$ cat src/rtl/uart_rx.sv
// UART receiver: 8 data bits LSB first, optional parity, one stop bit.
// Samples mid-bit using an external oversample tick.
module uart_rx #(
  parameter int OS_RATE = 16
) (
  input  logic       clk,
  input  logic       rst,
  input  logic       os_tick,
  input  logic       rx,
  input  logic       par_en,
  input  logic       par_ty,
  output logic [7:0] rx_data,
  output logic       rx_valid,
  output logic       par_err,
  output logic       frm_err,
  output logic       rx_busy
);

  localparam int TW = $clog2(OS_RATE);
  localparam logic [TW-1:0] HALF = TW'(OS_RATE / 2 - 1);
  localparam logic [TW-1:0] FULL = TW'(OS_RATE - 1);

  typedef enum logic [2:0] {
    IDLE, START, DATA, PARITY, STOP
  } state_t;

  state_t          state;
  logic            rx_m;
  logic            rx_s;
  logic            rx_d;
  logic [TW-1:0]   tcnt;
  logic [2:0]      bcnt;
  logic [7:0]      shreg;
  logic            pbit;
  logic            pen_l;
  logic            pty_l;
  logic            exp_par;
  logic            mid;

  // expected parity bit from the latched type and shifted data
  assign exp_par = pty_l ? ^shreg : ~^shreg;
  assign mid     = os_tick && (tcnt == FULL);

  always_ff @(posedge clk or negedge rst) begin
    if (!rst) begin
      rx_m     <= 1'b1;
      rx_s     <= 1'b1;
      rx_d     <= 1'b1;
    end else begin
      rx_m     <= rx;
      rx_s     <= rx_m;
      rx_d     <= rx_s;
    end
  end

  always_ff @(posedge clk or negedge rst) begin
    if (!rst) begin
      state    <= IDLE;
      tcnt     <= '0;
      bcnt     <= '0;
      shreg    <= '0;
      pbit     <= 1'b0;
      pen_l    <= 1'b0;
      pty_l    <= 1'b0;
      rx_data  <= '0;
      rx_valid <= 1'b0;
      par_err  <= 1'b0;
      frm_err  <= 1'b0;
      rx_busy  <= 1'b0;
    end else begin
      rx_valid <= 1'b0;
      unique case (state)
        IDLE: begin
          if (rx_d && !rx_s) begin
            tcnt    <= '0;
            rx_busy <= 1'b1;
            state   <= START;
          end
        end
        START: begin
          if (os_tick) begin
            if (tcnt == HALF) begin
              if (rx_s) begin
                rx_busy <= 1'b0;
                state   <= IDLE;
              end else begin
                pen_l <= par_en;
                pty_l <= par_ty;
                tcnt  <= '0;
                bcnt  <= '0;
                state <= DATA;
              end
            end else begin
              tcnt <= tcnt + 1'b1;
            end
          end
        end
        DATA: begin
          if (mid) begin
            shreg <= {rx_s, shreg[7:1]};
            tcnt  <= '0;
            if (bcnt == 3'd7)
              state <= pen_l ? PARITY : STOP;
            else
              bcnt <= bcnt + 1'b1;
          end else if (os_tick) begin
            tcnt <= tcnt + 1'b1;
          end
        end
        PARITY: begin
          if (mid) begin
            pbit  <= rx_s;
            tcnt  <= '0;
            state <= STOP;
          end else if (os_tick) begin
            tcnt <= tcnt + 1'b1;
          end
        end
        STOP: begin
          if (mid) begin
            rx_data  <= shreg;
            frm_err  <= ~rx_s;
            par_err  <= pen_l & (pbit != exp_par);
            rx_valid <= 1'b1;
            rx_busy  <= 1'b0;
            tcnt     <= '0;
            state    <= IDLE;
          end else if (os_tick) begin
            tcnt <= tcnt + 1'b1;
          end
        end
        default: state <= IDLE;
      endcase
    end
  end

endmodule
$ cat config.mk
export PLATFORM = sky130hd
export DESIGN_NAME = uart_rx
export DESIGN_NICKNAME = d
export VERILOG_FILES = /design/src/rtl/uart_rx.sv
export SDC_FILE = /design/constraint.sdc
export NUM_CORES = 1
export LEC_CHECK = 0
export ABC_AREA = 1
export BUFFER_PORTS_ARGS = -buffer_cell sky130_fd_sc_hd__buf_4
export CAP_MARGIN = 20
export CORE_UTILIZATION = 33
export CTS_CLUSTER_DIAMETER = 150
export DETAILED_ROUTE_END_ITERATION = 12
export PLACE_DENSITY_LB_ADDON = 0.08
export SLEW_MARGIN = 10
export SYNTH_ARGS = -nofsm -noshare
export SYNTH_HDL_FRONTEND = slang
export SYNTH_SLANG_ARGS = --single-unit
$ cat constraint.sdc
create_clock -name clk -period 2.9 [get_ports clk]
set_input_delay 0.435 -clock clk [delete_from_list [all_inputs] [get_ports clk]]
set_output_delay 0.435 -clock clk [all_outputs]
set_load 0.005 [all_outputs]
Yosys cells after proc, flatten, opt, wreduce, memory -nomap -nowiden

Cells that the tools add are included.

Register bits: 36
Logic and storage cells: 89
Input bits: 6

Muxes and demuxes: 32
Reduce and logical (&&, ||, !) cells: 18
Equal/unequal tests: 20
Add/subtract/negate cells: 2
Bitwise operators: 2

Operators with widths:

| kind                                                   | number |
|---|---|
| 2-to-1 mux 3 bit                                       | 13 |
| 2-to-1 mux 4 bit                                       | 6 |
| inequality test 2 bit (second input constant)          | 10 |
| case mux 3 bit (5 select lines)                        | 1 |
| case mux 4 bit (3 select lines)                        | 1 |
| AND reduction 6 bit                                    | 2 |
| 2-to-1 mux 1 bit                                       | 8 |
| XNOR reduction 8 bit                                   | 1 |
| XOR reduction 8 bit                                    | 1 |
| AND reduction 7 bit                                    | 1 |
| equality test 3 x 2 -> 1 bit (second input constant)   | 2 |
| equality test 3 bit (second input constant)            | 2 |
| case mux 3 bit (2 select lines)                        | 1 |
| AND reduction 2 bit                                    | 3 |
| nonzero test 3 bit                                     | 2 |
| AND reduction 5 bit                                    | 1 |
| adder 4 x 1 -> 4 bit (second input constant)           | 1 |
| equality test 4 x 3 -> 1 bit (second input constant)   | 1 |
| equality test 4 bit (second input constant)            | 1 |
| AND reduction 4 bit                                    | 1 |
| adder 3 x 1 -> 3 bit (second input constant)           | 1 |
| equality test 3 x 1 -> 1 bit (second input constant)   | 1 |
| zero test 3 bit                                        | 1 |
| inequality test 3 x 1 -> 1 bit (second input constant) | 1 |
| other kinds (10)                                       | 11 |

Longest topological paths before layout

Depth in word-level cells: 4
Gate-level depth with buffers: 11

Worst setup path after synthesis

Ideal clock, no wire load.

Path kind: register to register
From: register tcnt[0]
To: register state[0]
Slack: 1.477 ns
Cell stages (with the launch flop): 11
Arrival time: 1.299 ns
Required time: 2.776 ns
Path through: dfrtp_1 ha_1 nand2_2 nor2_4 inv_2 nand2_1 nand2_1 nor2_2 nand2_1 nand2_1 o21ai_1

Word-level cells in the longest chain between the ends: 4

RTL lines:

| what                                   | line | source |
|---|---|---|
| from (decl)                            | 31   | `logic [TW-1:0] tcnt;` |
| from (signal assigned)                 | 94   | `tcnt <= tcnt + 1'b1;` |
| from (signal assigned)                 | 107  | `tcnt <= tcnt + 1'b1;` |
| from (signal assigned)                 | 116  | `tcnt <= tcnt + 1'b1;` |
| equality test 4 bit                    | 42   | `assign mid = os_tick && (tcnt == FULL);` |
| logical AND 1 bit                      | 42   |  |
| inequality test 2 bit (no source line) | -    |  |
| AND reduction 7 bit (no source line) * | -    |  |
| to (signal assigned)                   | 103  | `state <= pen_l ? PARITY : STOP;` |
| to (decl)                              | 27   | `state_t state;` |

Every way passes the cells marked *; elsewhere a longest branch is shown, timed or not.
A chain may end at the register's enable or synchronous reset.

Worst setup path after layout

Same ends and word-level chain as after synthesis.

==> out/qor.csv <==
metric,value,unit
drtIter0Drc,110,
setup_viol,0,
grt_pass1_vias,1435,
worst_pin_slew,0.467,ns
mostFrequentLayoutCell,nand2_1,
netlist_area,1830,µm²
outcome,"complete, no violations",
netlist_instances,228,
ctsHoldBuffers,0,
firstDrtPassIters,4,
rows,26,
synth_nets,237,
dieArea,5840,µm²
hold_class,in2async,
cts_tree,built,
fin_skew,0.00529,ns
cts_sinks,36,
vias_per_cell,4.55,
drtAntennaViolNets,0,
end_kind,flop,
synth_area_leader_cell,dfrtp_1,
rsz0062_at_grt,no,
hpwl,2620,µm
postCtsResizedCells,0,
final_cell_mix,"83 x nand2_1, 33 x dfrtp_1, 23 x inv_1",
finalCritPeriodShare,0.561,
initial_utilization,0.351,
synth_cell_types,23,
routed_wl,3630,µm
fill_cells,560,
clk_path_buf_depth,2,
p_leak,0.00104,µW
cts_buffers,5,
seq_area_frac_synth,0.495,
hold_violations,0,
diodes,0,
h-tree-depth,2,
grt_max_degree,37,
overflow,0,
place.gp.congestion,0.852,
die_w,76.4,µm
ir_drop,355,µV
slew_viol_final,0,
track_usage,0.145,
criticalPathCategory,reg2reg,
root_buffer,clkbuf_8,
drive_above_1_share,0.180,
core,5200,µm²
powerDensity,689,nW/µm²
clk_pin_slew_worst_paths,0.07,ns
max_slew_margin,0.689,
io_buffers,17,
synthTopCellsByArea,"dfrtp_1 45%, nand2_1 17%, inv_1 4.7%",
antenna_found_initial,0,
synth-seq-cells,36,
start_kind,flop,
cap_violations,0,
final_util,0.404,
setup-tns-final,0,ns
die_h,76.4,µm
area_growth,15.1,%
rr_worst_depth,10,
nets,258,
ys.warnings.count,0,
worstPathMaxFanout,4,
ios,18,
grt_first_pass_wirelength,6640,µm
wl_per_cell,11.3,µm
insertion_delay,0.29,ns
clock.fmax,0.614,GHz
required,3.07,ns
crit_arrival,1.80,ns
postCtsSetupRepairBufs,0,
period_needed,1.63,ns
vias,1457,
synth.avg_cell_area,8.01,µm²
synth_top_area_frac,0.452,
drc,0,
## Yosys cell counts
cell and n:
o21ai_2 3, o22ai_1 1, a31oi_1 1, nor2_2 1, o21ai_0 17, a22oi_1 1
xnor2_1 1, ha_1 3, xor2_1 2, nand3_1 9, nor2_4 4, nor2_1 11
nand4_1 3, o21ai_1 10, nand2_1 83, nor3_2 1, dfrtp_1 33, dfstp_2 3
inv_1 23, a21oi_1 6, buf_6 3, nand2_2 6, inv_2 3
## through the flow
step	power, µW	cell area [µm²]	setup slack, ns	hold WS (ns)	cells
finish	1450	2100	1.27	0.0796	320
global route	1550	2100	1.11	0.134	320
CTS	1470	2100	1.27	0.107	320
detailed placement	1080	2010	1.29	0.348	312
global placement	1090	2010	1.28	0.346	312
floorplan	950	1830	1.48	0.139	228
## worst paths after layout
check	start	end	slack [ns]
worst min register to register	rx_m	rx_s	0.36
worst max-delay path	tcnt[0]	state[0]	1.27
worst max register to register	tcnt[0]	state[0]	1.27
worst min-delay path	rst	rx_data[5]	0.08
max in group asynchronous	rst	rx_s	2.45
min in group clk	rx	rx_m	0.24
## power by group
part	internal, µW	switching [µW]	total, µW
registers	555	60.9	616
clock network	193	185	378
logic	162	291	454
total	911	537	1450
## worst max-delay path: stages, from the launching register on
cell	delay, ns
dfrtp_1	0.40
ha_1	0.21
nand2_2	0.09
nor2_1	0.18
inv_1	0.09
nand2_2	0.11
nand2_1	0.07
nor2_2	0.10
nand2_1	0.11
nand2_1	0.07
o21ai_1	0.07
## cell families after synthesis
family                     count (synthesis)  synth area share
buffers and inverters                     29            0.0719
DFF                                       36             0.495
xor gates and xnor gates                   3            0.0144
adders and majority gates                  3            0.0206
AOI/OAI and AO/OA                         39             0.116
and+or+nand+nor                          118             0.282
## layout make-up
cell class | count | area (µm²) | share of cell area
inverter | 26 | 97.6 | 0.0464
multi-input combinational | 163 | 791 | 0.376
sequential | 36 | 905 | 0.430
tap | 70 | 87.6 | 0.0417
timing repair buffer | 17 | 128 | 0.0607
clock buffer | 7 | 86.3 | 0.0411
clock inverter | 1 | 7.51 | 0.00357
## per-layer routing
| layer | GRT usage | routed length (µm) |
|---|---|---|
| met1 | 0.200 | 1880 |
| met2 | 0.214 | 1570 |
| met3 | 0.0287 | 104 |
| met4 | 0.0750 | 76 |
| met5 | 0 | 0 |
## registers in the layout (all words and copies together), names as in the netlist, 3 cells and up
| register | count |
|---|---|
| rx_data | 8 |
| shreg | 8 |
| tcnt | 4 |
| bcnt | 3 |
| state | 3 |
No activity file was read; power rests on OpenSTA's default activity.
